[config.mk]
export PLATFORM = sky130hd
export DESIGN_NAME = bram_stream_reader
export DESIGN_NICKNAME = d
export VERILOG_FILES = /design/src/rtl/bram_stream_pkg.sv /design/src/rtl/byte_skid_fifo.sv /design/src/rtl/bram_stream_reader.sv
export SDC_FILE = /design/constraint.sdc
export NUM_CORES = 1
export LEC_CHECK = 0
export BUFFER_PORTS_ARGS = -buffer_cell sky130_fd_sc_hd__clkbuf_2
export CAP_MARGIN = 40
export CORE_MARGIN = 10
export CORE_UTILIZATION = 40
export DETAILED_ROUTE_END_ITERATION = 10
export PLACE_DENSITY = 0.58
export SLEW_MARGIN = 20
export SYNTH_ARGS = -nofsm -noshare
export SYNTH_HDL_FRONTEND = slang
export SYNTH_SLANG_ARGS = --single-unit
[constraint.sdc]
create_clock -name clk -period 8.9 [get_ports clk]
set_clock_uncertainty 0.2 [all_clocks]
set_input_delay 1.335 -clock clk [delete_from_list [all_inputs] [get_ports clk]]
set_output_delay 1.335 -clock clk [all_outputs]
set_load 0.05 [all_outputs]
[src/rtl/bram_stream_pkg.sv]
// Shared types and constants for the BRAM read-stream sequencer.
package bram_stream_pkg;
  typedef enum logic [1:0] {ST_IDLE, ST_RUN, ST_DRAIN, ST_DONE} state_e;

  localparam int DEF_ADDR_W = 8;
  localparam int DEF_DATA_W = 8;
  localparam int FIFO_DEPTH = 2;
endpackage

[src/rtl/byte_skid_fifo.sv]
// Two-entry FIFO holding {last, data}; head is presented combinationally on dout.
module byte_skid_fifo
  import bram_stream_pkg::*;
#(
  parameter int W = DEF_DATA_W + 1
) (
  input  logic         clk,
  input  logic         rst_n,
  input  logic         push,
  input  logic [W-1:0] din,
  input  logic         pop,
  input  logic         flush,
  output logic [W-1:0] dout,
  output logic         full,
  output logic         empty,
  output logic [1:0]   count
);
  logic [FIFO_DEPTH-1:0][W-1:0] mem_q, mem_d;
  logic                         rd_ptr_q, rd_ptr_d;
  logic                         wr_ptr_q, wr_ptr_d;
  logic [1:0]                   count_q, count_d;

  always_comb begin
    mem_d    = mem_q;
    rd_ptr_d = rd_ptr_q;
    wr_ptr_d = wr_ptr_q;
    count_d  = count_q;
    if (flush) begin
      rd_ptr_d = 1'b0;
      wr_ptr_d = 1'b0;
      count_d  = 2'd0;
    end else begin
      if (push) begin
        mem_d[wr_ptr_q] = din;
        wr_ptr_d        = ~wr_ptr_q;
      end
      if (pop) rd_ptr_d = ~rd_ptr_q;
      count_d = count_q + 2'(push) - 2'(pop);
    end
  end

  always_ff @(posedge clk) begin
    if (!rst_n) begin
      mem_q    <= '0;
      rd_ptr_q <= 1'b0;
      wr_ptr_q <= 1'b0;
      count_q  <= 2'd0;
    end else begin
      mem_q    <= mem_d;
      rd_ptr_q <= rd_ptr_d;
      wr_ptr_q <= wr_ptr_d;
      count_q  <= count_d;
    end
  end

  assign dout  = mem_q[rd_ptr_q];
  assign count = count_q;
  assign empty = (count_q == 2'd0);
  assign full  = (count_q == 2'(FIFO_DEPTH));
endmodule

[src/rtl/bram_stream_reader.sv]
// Read-side sequencer: issues BRAM reads for a (start_addr, length) command and streams bytes out.
// BRAM_STREAM_READER_LOOP_EN: repeat the pass from start_addr until stopped.
module bram_stream_reader
  import bram_stream_pkg::*;
#(
  parameter int ADDR_W = DEF_ADDR_W,
  parameter int DATA_W = DEF_DATA_W,
  parameter int LEN_W  = ADDR_W + 1
) (
  input  logic              clk,
  input  logic              rst_n,
  input  logic              start,
  input  logic [ADDR_W-1:0] start_addr,
  input  logic [LEN_W-1:0]  length,
  input  logic              stop,
  output logic              busy,
  output logic              done,
  output logic              mem_r_en,
  output logic [ADDR_W-1:0] mem_r_addr,
  input  logic [DATA_W-1:0] mem_r_data,
  output logic              m_valid,
  output logic [DATA_W-1:0] m_data,
  output logic              m_last,
  input  logic              m_ready
);
`ifdef BRAM_STREAM_READER_LOOP_EN
  localparam bit LOOP = 1'b1;
`else
  localparam bit LOOP = 1'b0;
`endif

  state_e            state_q, state_d;
  logic [ADDR_W-1:0] base_q, base_d, addr_q, addr_d;
  logic [LEN_W-1:0]  len_q, len_d, issued_q, issued_d;
  logic              inflight_q, inflight_d, inflight_last_q, inflight_last_d;

  logic              rd_en, last_issue, flush, fifo_push, fifo_pop;
  logic              fifo_full, fifo_empty;
  logic [1:0]        fifo_count;
  logic [DATA_W:0]   fifo_head;
  logic [2:0]        occ_net;

  byte_skid_fifo #(.W(DATA_W + 1)) u_fifo (
    .clk   (clk),
    .rst_n (rst_n),
    .push  (fifo_push),
    .din   ({inflight_last_q, mem_r_data}),
    .pop   (fifo_pop),
    .flush (flush),
    .dout  (fifo_head),
    .full  (fifo_full),
    .empty (fifo_empty),
    .count (fifo_count)
  );

  // Occupancy is counted net of this cycle's pop so a steady 1 byte/clk fits in two slots.
  always_comb begin
    flush      = stop && (state_q == ST_RUN || state_q == ST_DRAIN);
    fifo_pop   = !fifo_empty && m_ready && !flush;
    fifo_push  = inflight_q && !flush && (!fifo_full || fifo_pop);
    occ_net    = 3'(fifo_count) + 3'(inflight_q) - 3'(fifo_pop);
    rd_en      = (state_q == ST_RUN) && !stop && (occ_net < 3'd2);
    last_issue = (issued_q == len_q - LEN_W'(1));
  end

  always_ff @(posedge clk) begin
    if (!rst_n) state_q <= ST_IDLE;
    else        state_q <= state_d;
  end

  always_comb begin
    state_d = state_q;
    case (state_q)
      ST_IDLE:  if (start) state_d = (length == '0) ? ST_DONE : ST_RUN;
      ST_RUN: begin
        if (stop)                                state_d = ST_DONE;
        else if (rd_en && last_issue && !LOOP)   state_d = ST_DRAIN;
      end
      ST_DRAIN: if (stop || (fifo_pop && fifo_head[DATA_W])) state_d = ST_DONE;
      ST_DONE:  state_d = ST_IDLE;
      default:  state_d = ST_IDLE;
    endcase
  end

  always_comb begin
    base_d          = base_q;
    addr_d          = addr_q;
    len_d           = len_q;
    issued_d        = issued_q;
    inflight_d      = rd_en;
    inflight_last_d = rd_en && last_issue;
    if (state_q == ST_IDLE && start && length != '0) begin
      base_d   = start_addr;
      addr_d   = start_addr;
      len_d    = length;
      issued_d = '0;
    end else if (rd_en) begin
      if (LOOP && last_issue) begin
        addr_d   = base_q;
        issued_d = '0;
      end else begin
        addr_d   = addr_q + ADDR_W'(1);
        issued_d = issued_q + LEN_W'(1);
      end
    end
  end

  always_ff @(posedge clk) begin
    if (!rst_n) begin
      base_q          <= '0;
      addr_q          <= '0;
      len_q           <= '0;
      issued_q        <= '0;
      inflight_q      <= 1'b0;
      inflight_last_q <= 1'b0;
    end else begin
      base_q          <= base_d;
      addr_q          <= addr_d;
      len_q           <= len_d;
      issued_q        <= issued_d;
      inflight_q      <= inflight_d;
      inflight_last_q <= inflight_last_d;
    end
  end

  always_comb begin
    busy       = (state_q == ST_RUN) || (state_q == ST_DRAIN);
    done       = (state_q == ST_DONE);
    mem_r_en   = rd_en;
    mem_r_addr = addr_q;
    m_valid    = !fifo_empty;
    m_data     = fifo_empty ? '0 : fifo_head[DATA_W-1:0];
    m_last     = !fifo_empty && fifo_head[DATA_W];
  end
endmodule

==> results of run 1 <==
final timing paths:
| check | slack, ns | cells after the start | startpoint | end |
|---|---|---|---|---|
| max | 3.61 | 11 | stop | mem_r_en |
| min | 0.29 | 2 | inflight_last_q | u_fifo.mem_q[17] |
| max reg2reg | 5.26 | 13 | state_q[0] | state_q[0] |
| min reg2reg | 0.29 | 2 | inflight_last_q | u_fifo.mem_q[17] |
registers in the layout, summed over array words and instances, names as in the netlist:
register and flops:
u_fifo.wr_ptr_q 1, u_fifo.mem_q 18, inflight_last_q 1, inflight_q 1, issued_q 9, u_fifo.rd_ptr_q 1, u_fifo.count 2, mem_r_addr 8
len_q 9, state_q 2
placed cells by master (no fill, tap or decap), types with 3 or more instances in the layout:
cell,count
inv_1,9
nand2b_1,3
ha_1,10
nor2b_1,3
nor3_1,6
a211oi_1,7
clkbuf_8,5
dfxtp_1,52
a21oi_1,5
nor2_1,58
and4_1,3
xnor2_1,19
nand2_1,20
clkbuf_2,50
o21ai_0,3
nand4_1,8
xor2_1,11
nand3_1,10
mux2i_1,32
and3_1,3
nor4_1,4
kinds of logic after synthesis:
group	Yosys count	synth area share, %
DFF	52	37.13
and+or+nand+nor	135	24.81
buffers and inverters	19	3.436
AOI/OAI and AO/OA	27	7.541
xor gates and xnor gates	31	9.951
muxes	33	11.96
adders and majority gates	11	5.176
stage by stage:
stage	power, mW	instances
finish	0.6491	456
global route	0.6940	456
CTS	0.6556	455
detailed placement	0.5260	448
global placement	0.5196	446
floorplan	0.4693	308
final cells by class:
class | instances | share of cell area (%)
multi-input cells | 237 | 51.53
clock inverters | 1 | 0.1547
clock buffers | 6 | 2.244
inverters | 10 | 1.161
well taps | 96 | 3.714
repair buffers | 54 | 9.014
flip-flops and latches | 52 | 32.19
where the power goes:
| part | leakage (nW) | total [mW] | internal [mW] | switching [mW] |
|---|---|---|---|---|
| sequential | 0.423 | 0.281 | 0.255 | 0.0262 |
| combinational | 0.882 | 0.241 | 0.0877 | 0.153 |
| clock | 0.0410 | 0.127 | 0.0537 | 0.0734 |
| total | 1.35 | 0.649 | 0.396 | 0.253 |
worst register-to-register path: cells and delay by family (launching register included):
family | cells | cell delay (ns)
adders and majority gates | 2 | 0.81
buffers and inverters | 1 | 0.11
DFF | 1 | 0.43
and+or+nand+nor | 9 | 1.89
AOI/OAI and AO/OA | 1 | 0.12
per-layer routing:
layer | wire length, µm | global-route usage, %
met3 | 216 | 3.284
met4 | 112 | 4.473
met1 | 3035 | 15.20
met2 | 3043 | 19.68
met5 | 0 | 0
==> impl_metrics.ini, run 1 <==
[setup_path]
crit_fanout = 10
cp_top_family = simple AND/OR/NAND/NOR gates
worst_path_largest_cell_delay_ns = 0.48
arrival_ns = 3.75
start_kind = input pin
end_kind = primary output
cp_common_cell = nand2_1
required_ns = 7.36
path_class = in -> out
cp_slowest_cell = fa_1
crit_path_cell_trace = clkbuf_2 -> nand2_1 -> nand2_1 -> or2_2 -> nand2_1 -> nand2_1 -> fa_1 -> nand3b_1 -> nor2_1 -> buf_4 -> clkbuf_2
crit_buf_inv = 3

[timing]
hold_violations = 0
slew_viol_final = 0
fin_tns_setup_ns = 0
grt_setup_unrepaired = no
worst_slew_pin_slew_ns = 0.5928
timing.fmax_mhz = 189.1
worst_slack_ns = 3.613
min_period_over_period_pct = 59.41
maxSlewHeadroom_pct = 60.40
period_needed_ns = 5.287
setup_viol = 0
whs_ns = 0.2891

[global_route]
grt_overflow = 0
grt_pass1_vias = 2310
grt_max_degree = 21
grt_use_total_pct = 12.21
antenna_found_initial = 0
grt_pass1_wl_mm = 11.14

[logic_synthesis]
synth-seq-cells = 52
synth_common_cells = nor2_1 (58), dfxtp_1 (52), mux2i_1 (32)
synthCells = 308
synth-seq-area-share_pct = 37.13
synth.area.top_cells = dfxtp_1 (37%), mux2i_1 (11%), nor2_1 (7.8%)
synth_top_cell_area_share_pct = 37.13
synthDistinctLibCells = 53
yosysTopAreaCell = dfxtp_1
avgSynthCellArea_um2 = 9.104
synthArstFlopShare_pct = 0
synth_edf_count = 0
synth_flop_cell = dfxtp_1
synth.most_common_cell = nor2_1
synthesis.nets = 349
yosys_warnings = 0
syn_area_um2 = 2804

[detailed_routing]
drtPass1Iterations = 4
drt-initial-drc-count = 94
dr_total_vias = 2297
viasPerCell = 5.037
final_antenna_net_count = 0
postRouteWirelength_mm = 6.407
drcViolationCount = 0
wire_per_inst_um = 14.05

[placement]
dp_worst_setup_slack_ns = 3.372
port_buffers = 50
placed_area_um2 = 3149
gp_congestion = 0.7976
dp_hpwl_mm = 4.914

[finish]
finish.utilization_pct = 47.61
fin_area_um2 = 3234
syn2layout_area_growth_pct = 15.35
fillers = 669
drive_gt1_share_pct = 21.11
regArea_um2 = 1041
n_antenna_cell = 0
multi_input_area_um2 = 1667
final_nets = 401

[power_and_ir_drop]
pwr_density_cell_nw_per_um2 = 200.7
p_leak_nw = 1.346
ir_worst_vdd_mv = 0.07924

[status]
status = completed

[floorplan]
die_h_um = 103.7
rows = 30
boundaryPins = 51
core_um2 = 6794
die_w_um = 103.7
start_util_pct = 41.27
dieArea_um2 = 10760

[clock_network]
ctsHoldBuffers = 0
cts-htree-levels = 2
cts_root_buf = clkbuf_8
cts.sinks = 52
path_clk_slew_ns = 0.09
cts_setup_buffers = 0
clk_latency_ns = 0.31
numCtsBuffers = 5
cts_buffer_depth = 2
cts_tree = yes
post_cts_resized = 0

[hold_path]
hp-class = reg -> reg

[job]
maxCapViolations = 0
Note: power is estimated with default switching activity, not from simulation.
==> run 2: changes to the inputs <==
==> constraint.sdc (replaced) <==
create_clock -name clk -period 5.5 [get_ports clk]
set_clock_uncertainty 0.2 [all_clocks]
set_input_delay 0.825 -clock clk [delete_from_list [all_inputs] [get_ports clk]]
set_output_delay 0.825 -clock clk [all_outputs]
set_load 0.05 [all_outputs]
==> impl_metrics.ini, run 2 (synthesis results as in run 1) <==
[status]
status = completed

[finish]
largest_reg_flops = 18
regMostFlops = u_fifo.mem_q
n_antenna_cell = 0
syn2layout_area_growth_pct = 14.90
fin_area_um2 = 3222
reg_top3 = u_fifo.mem_q (18), issued_q (9), len_q (9)
final_nets = 401
mostFrequentLayoutCell = nor2_1
layoutNonFillerInstCount = 454
drive_gt1_share_pct = 20.95
finish.utilization_pct = 47.42
final_cell_mix = nor2_1 (58), dfxtp_1 (52), clkbuf_2 (50), mux2i_1 (32), nand2_1 (20)

[setup_path]
path_class = reg -> out
end_kind = primary output
crit_buf_inv = 3
arrival_ns = 3.30
start_kind = register
cp_slowest_cell = fa_1
cp_common_cell = nand2_1
worst_path_largest_cell_delay_ns = 0.48
crit_path_cell_trace = inv_1 -> ha_1 -> nand2_1 -> nand2_1 -> or2_2 -> nand2_1 -> nand2_1 -> fa_1 -> nand3b_1 -> nor2_1 -> buf_4 -> clkbuf_2
cp_top_family = simple AND/OR/NAND/NOR gates
required_ns = 4.47
crit_fanout = 13

[global_route]
grt_pass1_wl_mm = 11.07
antenna_found_initial = 0
grt_max_degree = 23
grt_overflow = 0
grt_use_total_pct = 11.90
grt_pass1_vias = 2258

[detailed_routing]
dr_total_vias = 2286
postRouteWirelength_mm = 6.353
drcViolationCount = 0
viasPerCell = 5.035
drtPass1Iterations = 4
final_antenna_net_count = 0
wire_per_inst_um = 13.99
drt-initial-drc-count = 111

[floorplan]
boundaryPins = 51
die_w_um = 103.7
die_h_um = 103.7
start_util_pct = 41.27
dieArea_um2 = 10760
rows = 30
core_um2 = 6794

[timing]
hold_violations = 0
fin_tns_setup_ns = 0
slew_viol_final = 0
period_needed_ns = 4.321
worst_slew_pin_slew_ns = 0.6372
timing.fmax_mhz = 231.4
worst_slack_ns = 1.179
min_period_over_period_pct = 78.56
grt_setup_unrepaired = no
maxSlewHeadroom_pct = 57.47
setup_viol = 0
whs_ns = 0.2971

[power_and_ir_drop]
pwr-share-comb_pct = 37.4
intPower_uw = 635.9
p_sw_uw = 403.9
share_seq_of_total_power_pct = 43.7
finalPower_mw = 1.040
clkPwrFrac_pct = 18.9
p_sw_share_pct = 38.84
p_leak_nw = 1.339
pwr_density_cell_nw_per_um2 = 322.7
ir_worst_vdd_mv = 0.1288

[clock_network]
cts.sinks = 52
cts_tree = yes
post_cts_resized = 0
numCtsBuffers = 5
cts-htree-levels = 2
cts_setup_buffers = 0
path_clk_slew_ns = 0.09
clk_latency_ns = 0.30
cts_buffer_depth = 2
cts_root_buf = clkbuf_8
ctsHoldBuffers = 0

[hold_path]
hp-class = reg -> reg

[placement]
dp_worst_setup_slack_ns = 1.450
gp_congestion = 0.7828
placed_area_um2 = 3153
dp_hpwl_mm = 4.883
port_buffers = 50
numPlacedInstances = 449

[job]
maxCapViolations = 0
[run 2: path summary, 6_finish.rpt]
kind,cells past startpoint,startpoint,end,slack (ns)
setup / recovery,12,state_q[0],mem_r_en,1.18
hold / removal,2,u_fifo.mem_q[1],u_fifo.mem_q[1],0.30
setup reg to reg,13,state_q[0],state_q[0],1.85
hold reg to reg,2,u_fifo.mem_q[1],u_fifo.mem_q[1],0.30
[run 2: tightest hold or removal path, cell delays in order (launching register included)]
cell and delay, ns:
dfxtp_1 0.33, mux2i_1 0.06, nor2_1 0.07
[run 2: per-layer routing]
metal / global-route usage, % / part of all wire [%] / vias to the layer above
met5: 0 / 0 / -
met4: 2.982 / 1.0 / 0
met2: 19.64 / 47 / 32
met3: 2.726 / 3.7 / 7
met1: 15.21 / 48 / 1078
li1: - / - / 1169
[run 2: power groups by stage]
stage / combinational, mW / sequential, mW / clock [mW]
floorplan: 0.259 / 0.500 / 0
global placement: 0.382 / 0.463 / 0
detailed placement: 0.390 / 0.464 / 0
CTS: 0.393 / 0.455 / 0.204
global route: 0.430 / 0.462 / 0.218
finish: 0.389 / 0.455 / 0.196
[run 2: final cells by class]
class / instances / area (µm²)
flip-flops and latches: 52 / 1041
fillers: 692 / 3572
well taps: 96 / 120.1
inverters: 10 / 37.54
clock buffers: 5 / 68.82
multi-input cells: 237 / 1667
repair buffers: 54 / 287.8
==> run 3: changes to the inputs <==
--- a/config.mk
+++ b/config.mk
@@ -5,6 +5,7 @@
 export SDC_FILE = /design/constraint.sdc
 export NUM_CORES = 1
 export LEC_CHECK = 0
+export ABC_AREA = 1
 export BUFFER_PORTS_ARGS = -buffer_cell sky130_fd_sc_hd__clkbuf_2
 export CAP_MARGIN = 40
 export CORE_MARGIN = 10
==> constraint.sdc (replaced) <==
create_clock -name clk -period 4.4 [get_ports clk]
set_clock_uncertainty 0.2 [all_clocks]
set_input_delay 0.66 -clock clk [delete_from_list [all_inputs] [get_ports clk]]
set_output_delay 0.66 -clock clk [all_outputs]
set_load 0.05 [all_outputs]
==> impl_metrics.ini, run 3 <==
[status]
status = completed

[setup_path]
r2r_cells = 21
end_kind = primary output
timing.rr.end = state_q[1]
r2r-start = state_q[0]
required_ns = 3.54
path_class = reg -> out
start_kind = register
crit_fanout = 13
rrSetupSlack_ns = 0.91
arrival_ns = 3.04

[power_and_ir_drop]
pwr_density_cell_nw_per_um2 = 521.2
ir_worst_vdd_mv = 0.1829
p_leak_nw = 1.441

[logic_synthesis]
synthArstFlopShare_pct = 0
synthesis.nets = 449
synth_edf_count = 0
synth.area.top_cells = dfxtp_1 (37%), nand2_1 (13%), a21oi_1 (8.5%)
avgSynthCellArea_um2 = 6.808
yosysTopAreaCell = dfxtp_1
synth_flop_cell = dfxtp_1
syn_area_um2 = 2778
synth_common_cells = nand2_1 (98), inv_1 (54), dfxtp_1 (52)
yosys_warnings = 0
synth_top_cell_area_share_pct = 37.48
synthCells = 408
synthDistinctLibCells = 30
synth-seq-area-share_pct = 37.48
synth-seq-cells = 52
synth.most_common_cell = nand2_1

[hold_path]
worstHoldPathCells = 2
hold_end = u_fifo.mem_q[16]
min_from = u_fifo.mem_q[16]
hp-class = reg -> reg

[global_route]
grt_pass1_wl_mm = 11.47
grt_max_degree = 31
grt_overflow = 0
antenna_found_initial = 0
grt_use_total_pct = 13.25
grt_pass1_vias = 2477

[clock_network]
cts_setup_buffers = 0
cts_buffer_depth = 2
cts.sinks = 52
path_clk_slew_ns = 0.11
numCtsBuffers = 5
clk_latency_ns = 0.32
post_cts_resized = 0
cts_tree = yes
cts_root_buf = clkbuf_8
ctsHoldBuffers = 0
cts-htree-levels = 2

[timing]
min_period_over_period_pct = 88.58
slew_viol_final = 0
period_needed_ns = 3.897
worst_slew_pin_slew_ns = 0.6635
setup_viol = 0
maxSlewHeadroom_pct = 55.62
timing.fmax_mhz = 256.6
grt_setup_unrepaired = no
fin_tns_setup_ns = 0
hold_violations = 0

[finish]
largest_reg_flops = 18
final_nets = 496
finish.utilization_pct = 47.06
reg_top3 = u_fifo.mem_q (18), issued_q (9), len_q (9)
drive_gt1_share_pct = 15.13
regMostFlops = u_fifo.mem_q
mostFrequentLayoutCell = nand2_1
syn2layout_area_growth_pct = 14.46
n_antenna_cell = 0
fillers = 724
final_cell_mix = nand2_1 (98), inv_1 (54), dfxtp_1 (52), clkbuf_2 (50), a21oi_1 (47)

[detailed_routing]
drt-initial-drc-count = 62
postRouteWirelength_mm = 6.898
dr_total_vias = 2626
final_antenna_net_count = 0
drcViolationCount = 0
viasPerCell = 4.899
drtPass1Iterations = 4
wire_per_inst_um = 12.87

[floorplan]
rows = 30
die_h_um = 103.3
boundaryPins = 51
start_util_pct = 41.11
dieArea_um2 = 10680
core_um2 = 6756
die_w_um = 103.3

[placement]
dp_hpwl_mm = 5.294
port_buffers = 50
gp_congestion = 0.8322

[job]
maxCapViolations = 0
-- run 3: changes by cell type after synthesis, moves of 17 or more --
cell     before  now
inv_1         9   54
nand3_1      10   27
nand2_1      20   98
mux2i_1      32    0
o21ai_0       3   36
a21oi_1       5   47
nor2_1       58   35
-- run 3: through the flow --
step | total power, mW | cells | worst slack, ns | hold WS [ns] | instance area (µm²)
floorplan | 1.206 | 408 | 0.9899 | 0.2291 | 2778
global placement | 1.368 | 528 | 0.9441 | 0.2390 | 3085
detailed placement | 1.379 | 528 | 0.8324 | 0.2497 | 3085
CTS | 1.678 | 536 | 0.4733 | 0.2656 | 3179
global route | 1.798 | 536 | 0.2733 | 0.2961 | 3179
finish | 1.657 | 536 | 0.5026 | 0.2606 | 3179
-- run 3: worst max-delay path: stages (launching register included) --
cell and delay [ns]:
dfxtp_1 0.41, inv_1 0.12, ha_1 0.34, nand2_1 0.17, nand3_4 0.12, inv_1 0.07, nand2_1 0.08, nand2_1 0.10
nand2_1 0.07, fa_1 0.48, nand3_1 0.11, nor2_4 0.30, clkbuf_2 0.35
-- run 3: where the power goes --
group | internal [mW] | switching, mW | total, mW
combinational | 0.225 | 0.525 | 0.751
clock | 0.116 | 0.178 | 0.294
sequential | 0.542 | 0.0701 | 0.612
total | 0.884 | 0.773 | 1.66
-- run 3: final cells by class --
class	count	area, µm²	share of cell area [%]
clock buffer	5	68.82	2.165
clock inverter	3	25.02	0.7871
inverter	56	210.2	6.612
timing repair buffer	52	265.3	8.343
tap	80	100.1	3.148
sequential	52	1041	32.74
multi-input combinational	288	1469	46.20
-- run 3: how the worst max path moves through the flow --
| stage | from | end | slack [ns] | depth (start not counted) |
|---|---|---|---|---|
| after floorplan | state_q[0] | mem_r_en | 0.99 | 11 |
| after global placement | state_q[0] | mem_r_en | 0.94 | 12 |
| after detailed placement | state_q[0] | mem_r_en | 0.83 | 12 |
| after CTS | state_q[0] | mem_r_en | 0.47 | 12 |
| after global routing | state_q[0] | mem_r_en | 0.27 | 12 |
| final | state_q[0] | mem_r_en | 0.50 | 12 |
-- run 3: cells by family (layout without fill, tap and decap cells) --
group,after synthesis,after routing,synth area share [%]
xor gates and xnor gates,11,11,3.468
adders and majority gates,11,11,5.225
buffers and inverters,68,116,9.639
and+or+nand+nor,174,174,26.71
DFF,52,52,37.48
AOI/OAI and AO/OA,92,92,17.48
-- run 3: layer usage --
metal | vias up | wire, µm | GRT usage, %
li1 | 1399 | - | -
met1 | 1191 | 3132 | 16.00
met2 | 30 | 3482 | 23.06
met3 | 6 | 222 | 3.389
met4 | 0 | 60 | 2.888
met5 | - | 0 | 0
